==> src/rtl/key_led_pkg.sv <==
// Shared mode codes, LED patterns and default timing for the key/LED scheduler.
package key_led_pkg;

  localparam int MODE_W   = 3;
  localparam int NUM_KEYS = 4;

  // Defaults assume a 50 MHz sys_clk: 20 ms debounce, 0.2 s pattern step.
  localparam int DEF_DEBOUNCE_CYC = 1_000_000;
  localparam int DEF_STEP_CYC     = 10_000_000;
  localparam int DEF_CNT_W        = 24;

  typedef enum logic [MODE_W-1:0] {
    IDLE  = 3'd0,
    M_R   = 3'd1,
    M_L   = 3'd2,
    M_ALT = 3'd3,
    M_ON  = 3'd4
  } mode_e;

  // Running-right sequence; the left runner plays it backwards.
  localparam logic [3:0] PAT_R0    = 4'b1000;
  localparam logic [3:0] PAT_R1    = 4'b0100;
  localparam logic [3:0] PAT_R2    = 4'b0010;
  localparam logic [3:0] PAT_R3    = 4'b0001;
  localparam logic [3:0] PAT_ALT_E = 4'b1010;
  localparam logic [3:0] PAT_ALT_O = 4'b0101;
  localparam logic [3:0] PAT_ON    = 4'b1111;
  localparam logic [3:0] PAT_OFF   = 4'b0000;

endpackage

==> src/rtl/key_debounce.sv <==
// One key: 2-flop synchroniser, debounce counter, stable level and a
// registered one-cycle press pulse on an accepted 1->0 change.
module key_debounce
  import key_led_pkg::*;
#(
  parameter int DEBOUNCE_CYC = DEF_DEBOUNCE_CYC,
  parameter int CNT_W        = DEF_CNT_W
) (
  input  logic sys_clk,
  input  logic sys_rst_n,
  input  logic key_in,
  output logic press
);

  localparam logic [CNT_W-1:0] DEB_TC = CNT_W'(DEBOUNCE_CYC - 1);

  logic [1:0]       sync_q, sync_d;
  logic [1:0]       vld_q, vld_d;
  logic [CNT_W-1:0] cnt_q, cnt_d;
  logic             stable_q, stable_d;
  logic             armed_q, armed_d;
  logic             press_q, press_d;

  // Next-state: sync shift, debounce counting and press generation.
  // armed only sets once a released level has been seen through the
  // synchroniser, so a key held across reset cannot fire on its first
  // acceptance.
  always_comb begin
    sync_d   = {sync_q[0], key_in};
    vld_d    = {vld_q[0], 1'b1};
    cnt_d    = cnt_q;
    stable_d = stable_q;
    press_d  = 1'b0;
    armed_d  = armed_q | (vld_q[1] & sync_q[1]);
    if (sync_q[1] == stable_q) begin
      cnt_d = '0;
    end else if (cnt_q == DEB_TC) begin
      cnt_d    = '0;
      stable_d = sync_q[1];
      press_d  = ~sync_q[1] & armed_q;
    end else begin
      cnt_d = cnt_q + CNT_W'(1);
    end
  end

  // State registers; keys reset to the released level.
  always_ff @(posedge sys_clk or negedge sys_rst_n) begin
    if (!sys_rst_n) begin
      sync_q   <= 2'b11;
      vld_q    <= 2'b00;
      cnt_q    <= '0;
      stable_q <= 1'b1;
      armed_q  <= 1'b0;
      press_q  <= 1'b0;
    end else begin
      sync_q   <= sync_d;
      vld_q    <= vld_d;
      cnt_q    <= cnt_d;
      stable_q <= stable_d;
      armed_q  <= armed_d;
      press_q  <= press_d;
    end
  end

  assign press = press_q;

endmodule

==> src/rtl/key_led_sched.sv <==
// Key-driven LED pattern controller: debounced presses pick a mode, a
// prescaler steps the pattern, and the (mode, step) pair is decoded to led.
//
// state | meaning
// IDLE  | all LEDs off, no stepping
// M_R   | single LED running right (key0)
// M_L   | single LED running left  (key1)
// M_ALT | alternating 1010/0101    (key2)
// M_ON  | all LEDs on, no stepping (key3)
module key_led_sched
  import key_led_pkg::*;
#(
  parameter int DEBOUNCE_CYC = DEF_DEBOUNCE_CYC,
  parameter int STEP_CYC     = DEF_STEP_CYC,
  parameter int CNT_W        = DEF_CNT_W
) (
  input  logic                sys_clk,
  input  logic                sys_rst_n,
  input  logic [NUM_KEYS-1:0] key,
  output logic [3:0]          led,
  output logic [MODE_W-1:0]   mode,
  output logic [1:0]          step
);

  localparam logic [CNT_W-1:0] STEP_TC = CNT_W'(STEP_CYC - 1);

  logic [NUM_KEYS-1:0] press;
  logic                win_vld;
  mode_e               win_mode;
  mode_e               mode_q, mode_d;
  logic [1:0]          step_q, step_d;
  logic [CNT_W-1:0]    pre_q, pre_d;
  logic [3:0]          led_q, led_d;

  for (genvar k = 0; k < NUM_KEYS; k++) begin : g_key
    key_debounce #(
      .DEBOUNCE_CYC(DEBOUNCE_CYC),
      .CNT_W       (CNT_W)
    ) u_deb (
      .sys_clk  (sys_clk),
      .sys_rst_n(sys_rst_n),
      .key_in   (key[k]),
      .press    (press[k])
    );
  end

  // Lowest-index press wins; simultaneous losers are dropped.
  always_comb begin
    win_vld  = 1'b1;
    win_mode = IDLE;
    if (press[0])      win_mode = M_R;
    else if (press[1]) win_mode = M_L;
    else if (press[2]) win_mode = M_ALT;
    else if (press[3]) win_mode = M_ON;
    else               win_vld  = 1'b0;
  end

  // Mode transitions and step prescaler; a press overrides a same-cycle
  // terminal count.
  always_comb begin
    mode_d = mode_q;
    step_d = step_q;
    pre_d  = pre_q;
    case (mode_q)
      IDLE, M_R, M_L, M_ALT, M_ON: begin
        if (win_vld) begin
          mode_d = (mode_q == win_mode) ? IDLE : win_mode;
          step_d = 2'd0;
          pre_d  = '0;
        end else if (mode_q == M_R || mode_q == M_L || mode_q == M_ALT) begin
          if (pre_q == STEP_TC) begin
            pre_d  = '0;
            step_d = step_q + 2'd1;
          end else begin
            pre_d = pre_q + CNT_W'(1);
          end
        end else begin
          pre_d  = '0;
          step_d = 2'd0;
        end
      end
      default: begin
        mode_d = IDLE;
        step_d = 2'd0;
        pre_d  = '0;
      end
    endcase
  end

  // Pattern decode of the current (mode, step); registered into led_q.
  always_comb begin
    led_d = PAT_OFF;
    case (mode_q)
      IDLE: led_d = PAT_OFF;
      M_R: begin
        case (step_q)
          2'd0:    led_d = PAT_R0;
          2'd1:    led_d = PAT_R1;
          2'd2:    led_d = PAT_R2;
          default: led_d = PAT_R3;
        endcase
      end
      M_L: begin
        case (step_q)
          2'd0:    led_d = PAT_R3;
          2'd1:    led_d = PAT_R2;
          2'd2:    led_d = PAT_R1;
          default: led_d = PAT_R0;
        endcase
      end
      M_ALT:   led_d = step_q[0] ? PAT_ALT_O : PAT_ALT_E;
      M_ON:    led_d = PAT_ON;
      default: led_d = PAT_OFF;
    endcase
  end

  // Mode, step, prescaler and LED registers.
  always_ff @(posedge sys_clk or negedge sys_rst_n) begin
    if (!sys_rst_n) begin
      mode_q <= IDLE;
      step_q <= 2'd0;
      pre_q  <= '0;
      led_q  <= PAT_OFF;
    end else begin
      mode_q <= mode_d;
      step_q <= step_d;
      pre_q  <= pre_d;
      led_q  <= led_d;
    end
  end

  assign led  = led_q;
  assign mode = mode_q;
  assign step = step_q;

endmodule

==> config.mk <==
export PLATFORM = sky130hd
export DESIGN_NAME = key_led_sched
export DESIGN_NICKNAME = d
export VERILOG_FILES = /design/src/rtl/key_led_pkg.sv /design/src/rtl/key_debounce.sv /design/src/rtl/key_led_sched.sv
export SDC_FILE = /design/constraint.sdc
export NUM_CORES = 1
export LEC_CHECK = 0
export BUFFER_PORTS_ARGS = -buffer_cell sky130_fd_sc_hd__buf_2
export CORE_ASPECT_RATIO = 0.75
export CORE_MARGIN = 5
export CORE_UTILIZATION = 40
export CTS_CLUSTER_DIAMETER = 120
export DETAILED_ROUTE_END_ITERATION = 16
export PLACE_DENSITY = 0.63
export SKIP_CTS_REPAIR_TIMING = 1
export SLEW_MARGIN = 10
export SYNTH_ARGS = -nofsm -noshare
export SYNTH_HDL_FRONTEND = slang
export SYNTH_SLANG_ARGS = --single-unit
==> constraint.sdc <==
create_clock -name sys_clk -period 4.52 [get_ports sys_clk]
set_clock_uncertainty 0.1 [all_clocks]
set_input_delay 0.452 -clock sys_clk [delete_from_list [all_inputs] [get_ports sys_clk]]
set_output_delay 0.452 -clock sys_clk [all_outputs]
set_load 0.01 [all_outputs]
==> results_tabular.tex <==
\begin{tabular}{lr}
\hline
Metric & Value \\
\hline
\multicolumn{2}{l}{\textbf{Detailed routing}} \\
\quad 1st-pass router iterations & 4 \\
\quad Total Routed Length & between 10000 and 15000 µm \\
\quad Post-detailed-route via-to-cell ratio & 5.40 \\
\quad Routed wire per std cell & 14.2 µm \\
\quad DRC marker count from the first detailed-route iteration & 428 \\
\quad Total DRC errors in the routed layout & 0 \\
\quad Total number of vias & 5509 \\
\quad Number of nets with antenna violations after detailed routing & 0 \\
\multicolumn{2}{l}{\textbf{Die}} \\
\quad Horizontal die dimension & 167 µm \\
\quad Starting density of the core & 40.3\% \\
\quad Die Y & roughly 130 µm \\
\quad Num ports & 15 \\
\quad Core Region & $\sim$0.018 mm² \\
\quad Floorplan die area & between 0.02 and 0.025 mm² \\
\quad Site Rows & 43 \\
\multicolumn{2}{l}{\textbf{Pwr}} \\
\quad IR drop worst, VDD & 0.193 mV \\
\quad Total leakage power & 3.30 nW \\
\quad Pwr per Cell Area & $\sim$360 mW/mm² \\
\multicolumn{2}{l}{\textbf{Setup path}} \\
\quad Class of the most critical setup path & reg -> reg \\
\quad Largest incremental delay on the critical path & about 670 ps \\
\quad Critical path cell sequence & and3\_1 -> nand4\_1 -> o21ai\_1 -> buf\_4 -> a21oi\_1 \\
\quad Number of cells on the worst reg-to-reg path & 5 \\
\quad Master of the slowest instance on the critical path & sky130\_fd\_sc\_hd\_\_o21ai\_1 \\
\quad Launching element type of the critical path & register \\
\quad Required time of the critical path & 4700 ps \\
\quad Crit Path Max Fanout & 14 \\
\quad Kind of end point of the critical path & register \\
\quad Critical path data arrival time & 2540 ps \\
\multicolumn{2}{l}{\textbf{Global route}} \\
\quad Antenna violations before repair & 0 \\
\quad Global-route wire length before repair & 25000 µm \\
\quad Number of global-route vias before repair & 5017 \\
\quad Total gr overflow & 0 \\
\quad Global-route usage over all layers & 14.1\% \\
\quad Largest net degree at the start of global routing & between 90 and 100 \\
\multicolumn{2}{l}{\textbf{Clocking}} \\
\quad Sinks on the clock net & between 150 and 200 \\
\quad Inserted Clock Buffers & 17 \\
\quad Maximum buffer depth of the clock tree & 2 \\
\quad CTS tree & yes \\
\quad H-tree depth reported by CTS & 4 \\
\quad Clock insertion delay at the later pin of the skew report & 410 ps \\
\quad Register clock-pin slew on the reported worst setup and hold paths & 60 ps \\
\quad Clk root buf & sky130\_fd\_sc\_hd\_\_clkbuf\_16 \\
\multicolumn{2}{l}{\textbf{Yosys}} \\
\quad Mapped Nets & 763 \\
\quad Most common library cells after synthesis & sky130\_fd\_sc\_hd\_\_dfrtp\_1, sky130\_fd\_sc\_hd\_\_nor2\_1, sky130\_fd\_sc\_hd\_\_a21oi\_1 \\
\quad Dominant cell type by area after synthesis & sky130\_fd\_sc\_hd\_\_dfrtp\_1 \\
\quad \#FFs+latches synth & 151 \\
\quad Cell area after synthesis & 0.00740 mm² \\
\quad Cell types occupying the most area after synthesis & sky130\_fd\_sc\_hd\_\_dfrtp\_1, sky130\_fd\_sc\_hd\_\_xor2\_1, sky130\_fd\_sc\_hd\_\_dfstp\_2 \\
\quad Syn\_area\_per\_cell & 9.89 µm² \\
\quad Number of synthesis warnings & 0 \\
\quad Gate Count Post-Synth & between 700 and 800 \\
\quad Sequential fraction of the synthesis area & about half \\
\quad Top-area cell type share of the netlist area & around 47\% \\
\quad Leading register cell type out of synthesis & sky130\_fd\_sc\_hd\_\_dfrtp\_1 \\
\quad Synth async-reset ratio & 100\% \\
\quad Number of distinct library cell variants in the gate-level netlist after synthesis & 45 \\
\quad Most repeated cell in the gate-level netlist after synthesis & sky130\_fd\_sc\_hd\_\_dfrtp\_1 \\
\quad Post-synth EDFFs & 0 \\
\multicolumn{2}{l}{\textbf{Place}} \\
\quad Final weighted congestion in routability-driven placement & 0.787 \\
\quad Sum of net half-perimeters after detailed placement & 9560 µm \\
\quad Placement Cell Area & 0.00774 mm² \\
\quad Port-buffer cells & 14 \\
\multicolumn{2}{l}{\textbf{STA}} \\
\quad Endpoints failing hold & 0 \\
\quad Minimum period implied by the final worst setup slack & 2350 ps \\
\quad Total count of max-transition violations in the final report & 0 \\
\quad Setup Total Neg Slack & 0 ps \\
\quad RSZ-0062 raised after global routing & no \\
\quad Number of setup violations in the final report & 0 \\
\quad Worst slew margin relative to its limit & a little over two fifths \\
\quad Pin slew with the least headroom to its limit & 869 ps \\
\quad Highest clock rate & 0.425 GHz \\
\quad Final worst-path cycle share & 52.0\% \\
\multicolumn{2}{l}{\textbf{Run}} \\
\quad Max Cap Viol & 0 \\
\multicolumn{2}{l}{\textbf{Layout}} \\
\quad Number of antenna diodes & 0 \\
\quad Net count of the finished layout & roughly 780 \\
\quad Layout overhead on the synthesized area & 13.5\% \\
\quad Finished Core Util & 45.8\% \\
\quad Fin area & 0.00840 mm² \\
\quad Share of post-route cells with drive strength above 1 & 10.1\% \\
\multicolumn{2}{l}{\textbf{Status}} \\
\quad Result of the run & finished, final reports clean \\
\multicolumn{2}{l}{\textbf{Worst hold path}} \\
\quad Class of the tightest hold or removal check & in -> async \\
\hline
\end{tabular}
==> worst paths after layout <==
| kind | startpoint | to | slack [ps] |
|---|---|---|---|
| setup / recovery | g_key[1].u_deb.cnt_q[2] | g_key[1].u_deb.cnt_q[18] | 2170 |
| hold / removal | sys_rst_n | g_key[2].u_deb.cnt_q[12] | 40 |
| setup reg to reg | g_key[1].u_deb.cnt_q[2] | g_key[1].u_deb.cnt_q[18] | 2170 |
| hold reg to reg | g_key[3].u_deb.vld_q[0] | g_key[0].u_deb.vld_q[1] | 250 |
| max in group asynchronous | sys_rst_n | g_key[3].u_deb.sync_q[0] | 3360 |
| min in group sys_clk | key[1] | g_key[1].u_deb.sync_q[0] | 40 |
==> state kept, by name (all words and copies together) (netlist names) <==
| name | count |
|---|---|
| g_key.u_deb.vld_q | 2 |
| g_key.u_deb.armed_q | 4 |
| mode | 3 |
| g_key.u_deb.sync_q | 8 |
| g_key.u_deb.cnt_q | 96 |
| step | 2 |
| g_key.u_deb.stable_q | 4 |
| pre_q | 24 |
| led | 4 |
| g_key.u_deb.press | 4 |
==> layout by cell type (no fill, tap or decap), types with 2 or more instances in the layout <==
cell                         netlist  routed
sky130_fd_sc_hd__a21o_1            5       5
sky130_fd_sc_hd__a21oi_1          47      47
sky130_fd_sc_hd__a22oi_1           4       4
sky130_fd_sc_hd__a31o_2            2       2
sky130_fd_sc_hd__and2_1            3       3
sky130_fd_sc_hd__and3_1           15      15
sky130_fd_sc_hd__and4_1           17      17
sky130_fd_sc_hd__buf_2             3      13
sky130_fd_sc_hd__buf_4             0       6
sky130_fd_sc_hd__bufinv_16         0       6
sky130_fd_sc_hd__clkbuf_1         24       2
sky130_fd_sc_hd__clkbuf_16         0      17
sky130_fd_sc_hd__clkinv_2          0       3
sky130_fd_sc_hd__clkinvlp_4        0       2
sky130_fd_sc_hd__dfrtp_1         139     139
sky130_fd_sc_hd__dfstp_2          12      12
sky130_fd_sc_hd__ha_1              9       9
sky130_fd_sc_hd__inv_1            21      21
sky130_fd_sc_hd__mux2_2            4       4
sky130_fd_sc_hd__mux2i_1           4       4
sky130_fd_sc_hd__nand2_1          39      39
sky130_fd_sc_hd__nand3_1          46      46
sky130_fd_sc_hd__nand4_1          35      35
sky130_fd_sc_hd__nor2_1           83      83
sky130_fd_sc_hd__nor2b_1           3       3
sky130_fd_sc_hd__nor3_1           13      13
sky130_fd_sc_hd__nor3b_1           2       2
sky130_fd_sc_hd__nor4_1           17      17
sky130_fd_sc_hd__nor4b_1           9       9
sky130_fd_sc_hd__nor4bb_1          4       4
sky130_fd_sc_hd__o21ai_0          33      33
sky130_fd_sc_hd__o31ai_1          26      23
sky130_fd_sc_hd__o31ai_2           0       3
sky130_fd_sc_hd__o41ai_1           2       2
sky130_fd_sc_hd__or3_1            21      21
sky130_fd_sc_hd__or4_1            24      24
sky130_fd_sc_hd__or4b_2            3       3
sky130_fd_sc_hd__xnor2_1          26      26
sky130_fd_sc_hd__xor2_1           41      41
==> power breakdown <==
part / leakage, nW / switching [W] / total, W / internal (W)
clock network: 0.317 / 0.000545 / 0.00158 / 0.00104
logic: 0.954 / 0.0000495 / 0.0000656 / 0.0000161
registers: 2.03 / 0.0000136 / 0.00138 / 0.00137
total: 3.30 / 0.000608 / 0.00303 / 0.00242
==> per-layer routing <==
layer / part of all wire (%) / GRT usage (%)
met1: 55 / 21.6
met2: 42 / 19.6
met3: 3.0 / 3.88
met4: 0.44 / 3.46
met5: 0 / 0
==> logic make-up (layout without fill, tap and decap cells) <==
| family | after synthesis | count (layout) | synth area share, % |
|---|---|---|---|
| flops | 151 | 151 | 51.3 |
| xor+xnor | 67 | 67 | 7.93 |
| mux | 8 | 8 | 1.15 |
| fa+ha+maj | 9 | 9 | 1.52 |
| simple gates | 342 | 342 | 25.9 |
| other cells | 1 | 1 | 0.0507 |
| compound gates | 122 | 122 | 9.69 |
| buf+inv | 48 | 73 | 2.49 |
==> final cells by class <==
cell class,count,area (µm²)
tap,247,309
clock inverter,13,228
sequential,151,3790
clock buffer,19,433
fill,1686,9950
multi-input combinational,549,3440
inverter,21,78.8
timing repair buffer,20,121
==> through the flow <==
stage	total power (W)	hold slack (ps)	std cells	setup slack, ps
after CTS	0.00308	9.62	1020	2150
after detailed placement	0.00147	236	988	2170
after global placement	0.00147	234	988	2220
after global routing	0.00315	4.55	1020	1910
final	0.00303	35.4	1020	2170
after floorplan	0.00143	56.4	748	2490
==> critical path, delay by kind of cell (launching register included) <==
family          cells  cell delay (ps)
flops               1              420
buf+inv             1              330
compound gates      2              730
simple gates        2              640
No activity file was read; power rests on OpenSTA's default activity.
